[src/rtl/fir_decimator.sv]
// Block-average decimator: sums DECIM consecutive accepted samples, emits the
// floor average through a one-deep output register with a sticky drop flag.
module fir_decimator #(
  parameter int DATA_W = 16,
  parameter int DECIM  = 4
) (
  input  logic                     clk,
  input  logic                     rst,
  input  logic signed [DATA_W-1:0] filtered_signal,
  input  logic                     in_valid,
  output logic signed [DATA_W-1:0] out_data,
  output logic                     out_valid,
  input  logic                     out_ready,
  output logic                     overflow,
  input  logic                     clr_ovf
);

  localparam int SH    = $clog2(DECIM);
  localparam int ACC_W = DATA_W + SH;

  typedef enum logic {EMPTY, FULL} state_t;

  state_t                    r_state;
  state_t                    w_state_nxt;
  logic signed [ACC_W-1:0]   r_acc;
  logic        [SH-1:0]      r_phase;
  logic signed [DATA_W-1:0]  r_data;
  logic                      r_overflow;

  logic signed [ACC_W-1:0]   w_sample_ext;
  logic signed [ACC_W-1:0]   w_sum;
  logic signed [ACC_W-1:0]   w_shifted;
  logic signed [DATA_W-1:0]  w_result;
  logic                      w_last;
  logic                      w_take;
  logic                      w_load;
  logic                      w_drop;

  assign w_sample_ext = {{SH{filtered_signal[DATA_W-1]}}, filtered_signal};
  assign w_sum        = r_acc + w_sample_ext;
  // Average of DECIM DATA_W-bit values always fits DATA_W bits, so truncation is exact.
  assign w_shifted    = w_sum >>> SH;
  assign w_result     = w_shifted[DATA_W-1:0];
  assign w_last       = in_valid && (r_phase == SH'(DECIM - 1));
  assign w_take       = (r_state == FULL) && out_ready;
  assign w_load       = w_last && ((r_state == EMPTY) || out_ready);
  assign w_drop       = w_last && (r_state == FULL) && !out_ready;

  // NOTE: sequential state is written with non-blocking assignments so every
  // register samples the pre-edge values of the others.
  always_ff @(posedge clk) begin
    if (rst) begin
      r_acc   <= '0;
      r_phase <= '0;
    end else if (in_valid) begin
      if (w_last) begin
        r_acc   <= '0;
        r_phase <= '0;
      end else begin
        r_acc   <= w_sum;
        r_phase <= r_phase + SH'(1);
      end
    end
  end

  always_ff @(posedge clk) begin
    if (rst) begin
      r_state <= EMPTY;
    end else begin
      r_state <= w_state_nxt;
    end
  end

  // NOTE: next-state gets a default before the case so no path leaves it
  // unassigned, which would infer a latch.
  always_comb begin
    w_state_nxt = r_state;
    case (r_state)
      EMPTY:   if (w_last) w_state_nxt = FULL;
      FULL:    if (w_take && !w_last) w_state_nxt = EMPTY;
      default: w_state_nxt = EMPTY;
    endcase
  end

  always_comb begin
    out_valid = (r_state == FULL);
  end

  always_ff @(posedge clk) begin
    if (rst) begin
      r_data     <= '0;
      r_overflow <= 1'b0;
    end else begin
      if (w_load) begin
        r_data <= w_result;
      end
      // A drop on the same edge as a clear leaves the flag set.
      if (w_drop) begin
        r_overflow <= 1'b1;
      end else if (clr_ovf) begin
        r_overflow <= 1'b0;
      end
    end
  end

  assign out_data = r_data;
  assign overflow = r_overflow;

endmodule
[config.mk]
export PLATFORM = sky130hd
export DESIGN_NAME = fir_decimator
export DESIGN_NICKNAME = d
export VERILOG_FILES = /design/src/rtl/fir_decimator.sv
export SDC_FILE = /design/constraint.sdc
export NUM_CORES = 1
export LEC_CHECK = 0
export CORE_ASPECT_RATIO = 1.1
export CORE_MARGIN = 2
export CORE_UTILIZATION = 47
export DETAILED_ROUTE_END_ITERATION = 8
export GPL_TIMING_DRIVEN = 0
export PLACE_DENSITY = 0.71
export SETUP_SLACK_MARGIN = 0.02
export SLEW_MARGIN = 25
export SYNTH_ARGS = -nofsm -noshare
export SYNTH_HDL_FRONTEND = slang
export SYNTH_SLANG_ARGS = --single-unit
[constraint.sdc]
create_clock -name clk -period 3.25 [get_ports clk]
set_input_delay 0.65 -clock clk [delete_from_list [all_inputs] [get_ports clk]]
set_output_delay 0.65 -clock clk [all_outputs]
set_load 0.02 [all_outputs]
==> impl_metrics.toml <==
[outcome]
outcome = "complete, no violations"

[floorplan]
start_util = 0.4800
fp.coreArea_um2 = 5325
dieHeight_um = 81.35
fp-row-count = 28
die_area_um2 = 6045
die_w_um = 74.32
ios = 39

[layout]
nets = 387
num_antenna_cells = 0
final_cells = 422
fin_util = 0.5841
area_growth_syn_to_layout_pct = 21.68
drive_gt1_frac = 0.07493

[hold_path]
hp-class = "reg2reg"
hold_depth = 2

[pwr]
p_leak_nw = 1.192
powerDensity_nw_per_um2 = 422.3
peakVddDrop_v = 0.0001900

[timing]
tightest_slew_ps = 783.7
report.final.setup_viol = 0
finClkSkew_ps = 12.17
timing.final.crit_share = 0.9520
slew_headroom = 0.4640
holdWs_ps = 457.4
clock.fmax_mhz = 323.2
rsz0062_at_grt = "false"
fin_crit_ps = 3094
hold_viol = 0
maxSlewViolCount = 0

[critical_path]
critPathKind = "in2reg"
crit_chain = "clkdlybuf4s50_1, ha_1, and4_1, nand2_1, a2111oi_0, nor3_2, xnor3_1, a211oi_1"
r2r-start = "r_acc[0]$_SDFFE_PP0P_"
reg2regPathDepth = 8
startpoint_type = "input pin"
crit_fanout = 8
crit_path_max_incr_delay_ps = 690
crit_cells = 8
crit_slowest_cell = "a2111oi_0"
timing.rr.end = "out_data[8]$_SDFFE_PP0P_"
worstPathRequired_ps = 3470
path_buf_inv = 1
critPathArrivalTime_ps = 3310
endpoint = "out_data[15]$_SDFFE_PP0P_"
regToRegSetupSlack_ps = 680
critPathLaunch = "filtered_signal[15]"
crit_family = "compound AO/OA/AOI/OAI gates"
crit_path_end_kind = "flip-flop"

[logic_synthesis]
netlist.area_leader.share = 0.2976
synth_top_area_cell = "dfxtp_1"
synth.distinct_cells = 60
yosys_most_used_dff = "dfxtp_1"
ys_async_sr_fraction = 0
synth_area_leaders = "dfxtp_1, ha_1, a21oi_1"
ys_ff_latch = 38
synth_seq_area_share = 0.2976
ys_warn_count = 0
synth_edf_count = 0
synth_area_um2 = 2556
syn_nets = 342
postSynthAreaPerCell_um2 = 8.464
netlist_instances = 302

[clock_tree]
cts_buffers = 5
cts.clk_slew.worst_paths_ps = 80
clock_sinks = 38
cts_hold_buffers = 0
cts_tree = "done"
cts_buffer_depth = 2
post_cts_buffers = 0
clkLatencyLatePin_ps = 290
cts_max_level = 2
cts_root_buf = "clkbuf_8"
cts.repair.resized = 0

[run]
maxCapViolCount = 0

[global_route]
grt_pass1_vias = 2143
grt_first_pass_wirelength_um = 10390
grt_util_all_layers = 0.2267
grt_start_max_net_pins = 12
grt_overflow = 0
antenna_found_initial = 0

[detailed_routing]
wl_per_cell_um = 15.56
via_count = 2376
drtIter0Drc = 129
dr.pass1.iters = 4
drtAntennaViolNets = 0
drc = 0
wl_um = 6568
viasPerCell = 5.630

[place]
place.gp.congestion = 0.9053
dp_cells = 415
dp_hpwl_um = 5000
port_buffers = 38
[cell usage after synthesis, types with 7 or more instances]
| cell type | count |
|---|---|
| o21ai_0 | 12 |
| nand3b_1 | 8 |
| ha_1 | 18 |
| xnor2_1 | 8 |
| nand2b_1 | 10 |
| clkbuf_1 | 10 |
| dfxtp_1 | 38 |
| nand3_1 | 11 |
| nor2b_1 | 10 |
| inv_1 | 11 |
| nor3b_1 | 7 |
| nor2_1 | 18 |
| nand2_1 | 23 |
| a21oi_1 | 29 |
[per-layer routing]
layer | track usage | part of all wire
met1 | 0.2971 | 0.48
met2 | 0.3777 | 0.47
met3 | 0.03474 | 0.039
met4 | 0.07857 | 0.020
met5 | 0 | 0
[tightest hold or removal path, cell delays in order, from the launching register on]
cell and delay (ps):
dfxtp_1 310, nand2_1 50, a21oi_1 50
[kinds of logic after synthesis]
| kind of cell | Yosys count | synth area share |
|---|---|---|
| and+or+nand+nor | 120 | 0.2653 |
| AOI/OAI and AO/OA | 84 | 0.2315 |
| DFF | 38 | 0.2976 |
| buffers and inverters | 28 | 0.05776 |
| adders and majority gates | 19 | 0.09594 |
| xor gates and xnor gates | 9 | 0.03622 |
| muxes | 4 | 0.01566 |
[sequential cells by signal, summed over array words and instances (netlist names)]
name / cells
r_phase: 2
out_valid: 1
r_acc: 18
out_data: 16
overflow: 1
[report_power, final]
group | leakage, nW | internal, mW | switching, mW
logic | 0.845 | 0.212 | 0.264
registers | 0.310 | 0.503 | 0.0191
clock network | 0.0373 | 0.147 | 0.168
[placed cells by master (no fill, tap or decap), types with 4 or more instances in the layout]
cell / count
ha_1: 18
inv_1: 11
or4_1: 4
clkbuf_1: 11
clkbuf_8: 6
dfxtp_1: 38
xnor2_1: 8
mux2i_1: 4
nor3b_1: 7
nor2_1: 18
clkdlybuf4s50_1: 38
o21ai_0: 12
a21oi_1: 29
a21o_1: 6
nor2b_1: 10
nand3b_1: 8
nand2b_1: 10
nand3_1: 11
nand2_1: 23
[layout make-up]
cell class,count,area [µm²]
Inverter,11,41.29
Clock buffer,6,72.57
Clock inverter,1,7.507
Fill cell,525,2215
Buffer,17,106.4
Timing Repair Buffer,38,380.4
Multi-Input combinational cell,236,1648
Tap cell,75,93.84
Sequential cell,38,760.7
[through the flow]
stage                     cell area (µm²)  worst slack [ps]  setup TNS [ps]  power (mW)
after floorplan                      2556             596.9               0      0.8842
after global placement               3030            -94.20          -198.6      0.9971
after detailed placement             3030            -100.3          -206.5       1.002
after CTS                            3110             213.5               0       1.315
after global routing                 3110             22.50               0       1.398
final                                3110             156.1               0       1.313
[worst min-delay path by stage]
stage / slack [ps] / end / from
after detailed placement: 450 / out_data[1]$_SDFFE_PP0P_ / out_data[1]$_SDFFE_PP0P_
after global routing: 480 / out_data[1]$_SDFFE_PP0P_ / out_data[1]$_SDFFE_PP0P_
after global placement: 450 / out_data[10]$_SDFFE_PP0P_ / out_data[10]$_SDFFE_PP0P_
final: 460 / out_data[10]$_SDFFE_PP0P_ / out_data[10]$_SDFFE_PP0P_
after floorplan: 450 / r_acc[0]$_SDFFE_PP0P_ / r_acc[0]$_SDFFE_PP0P_
after CTS: 460 / out_data[10]$_SDFFE_PP0P_ / out_data[10]$_SDFFE_PP0P_
(Power assumes the default switching activity.)
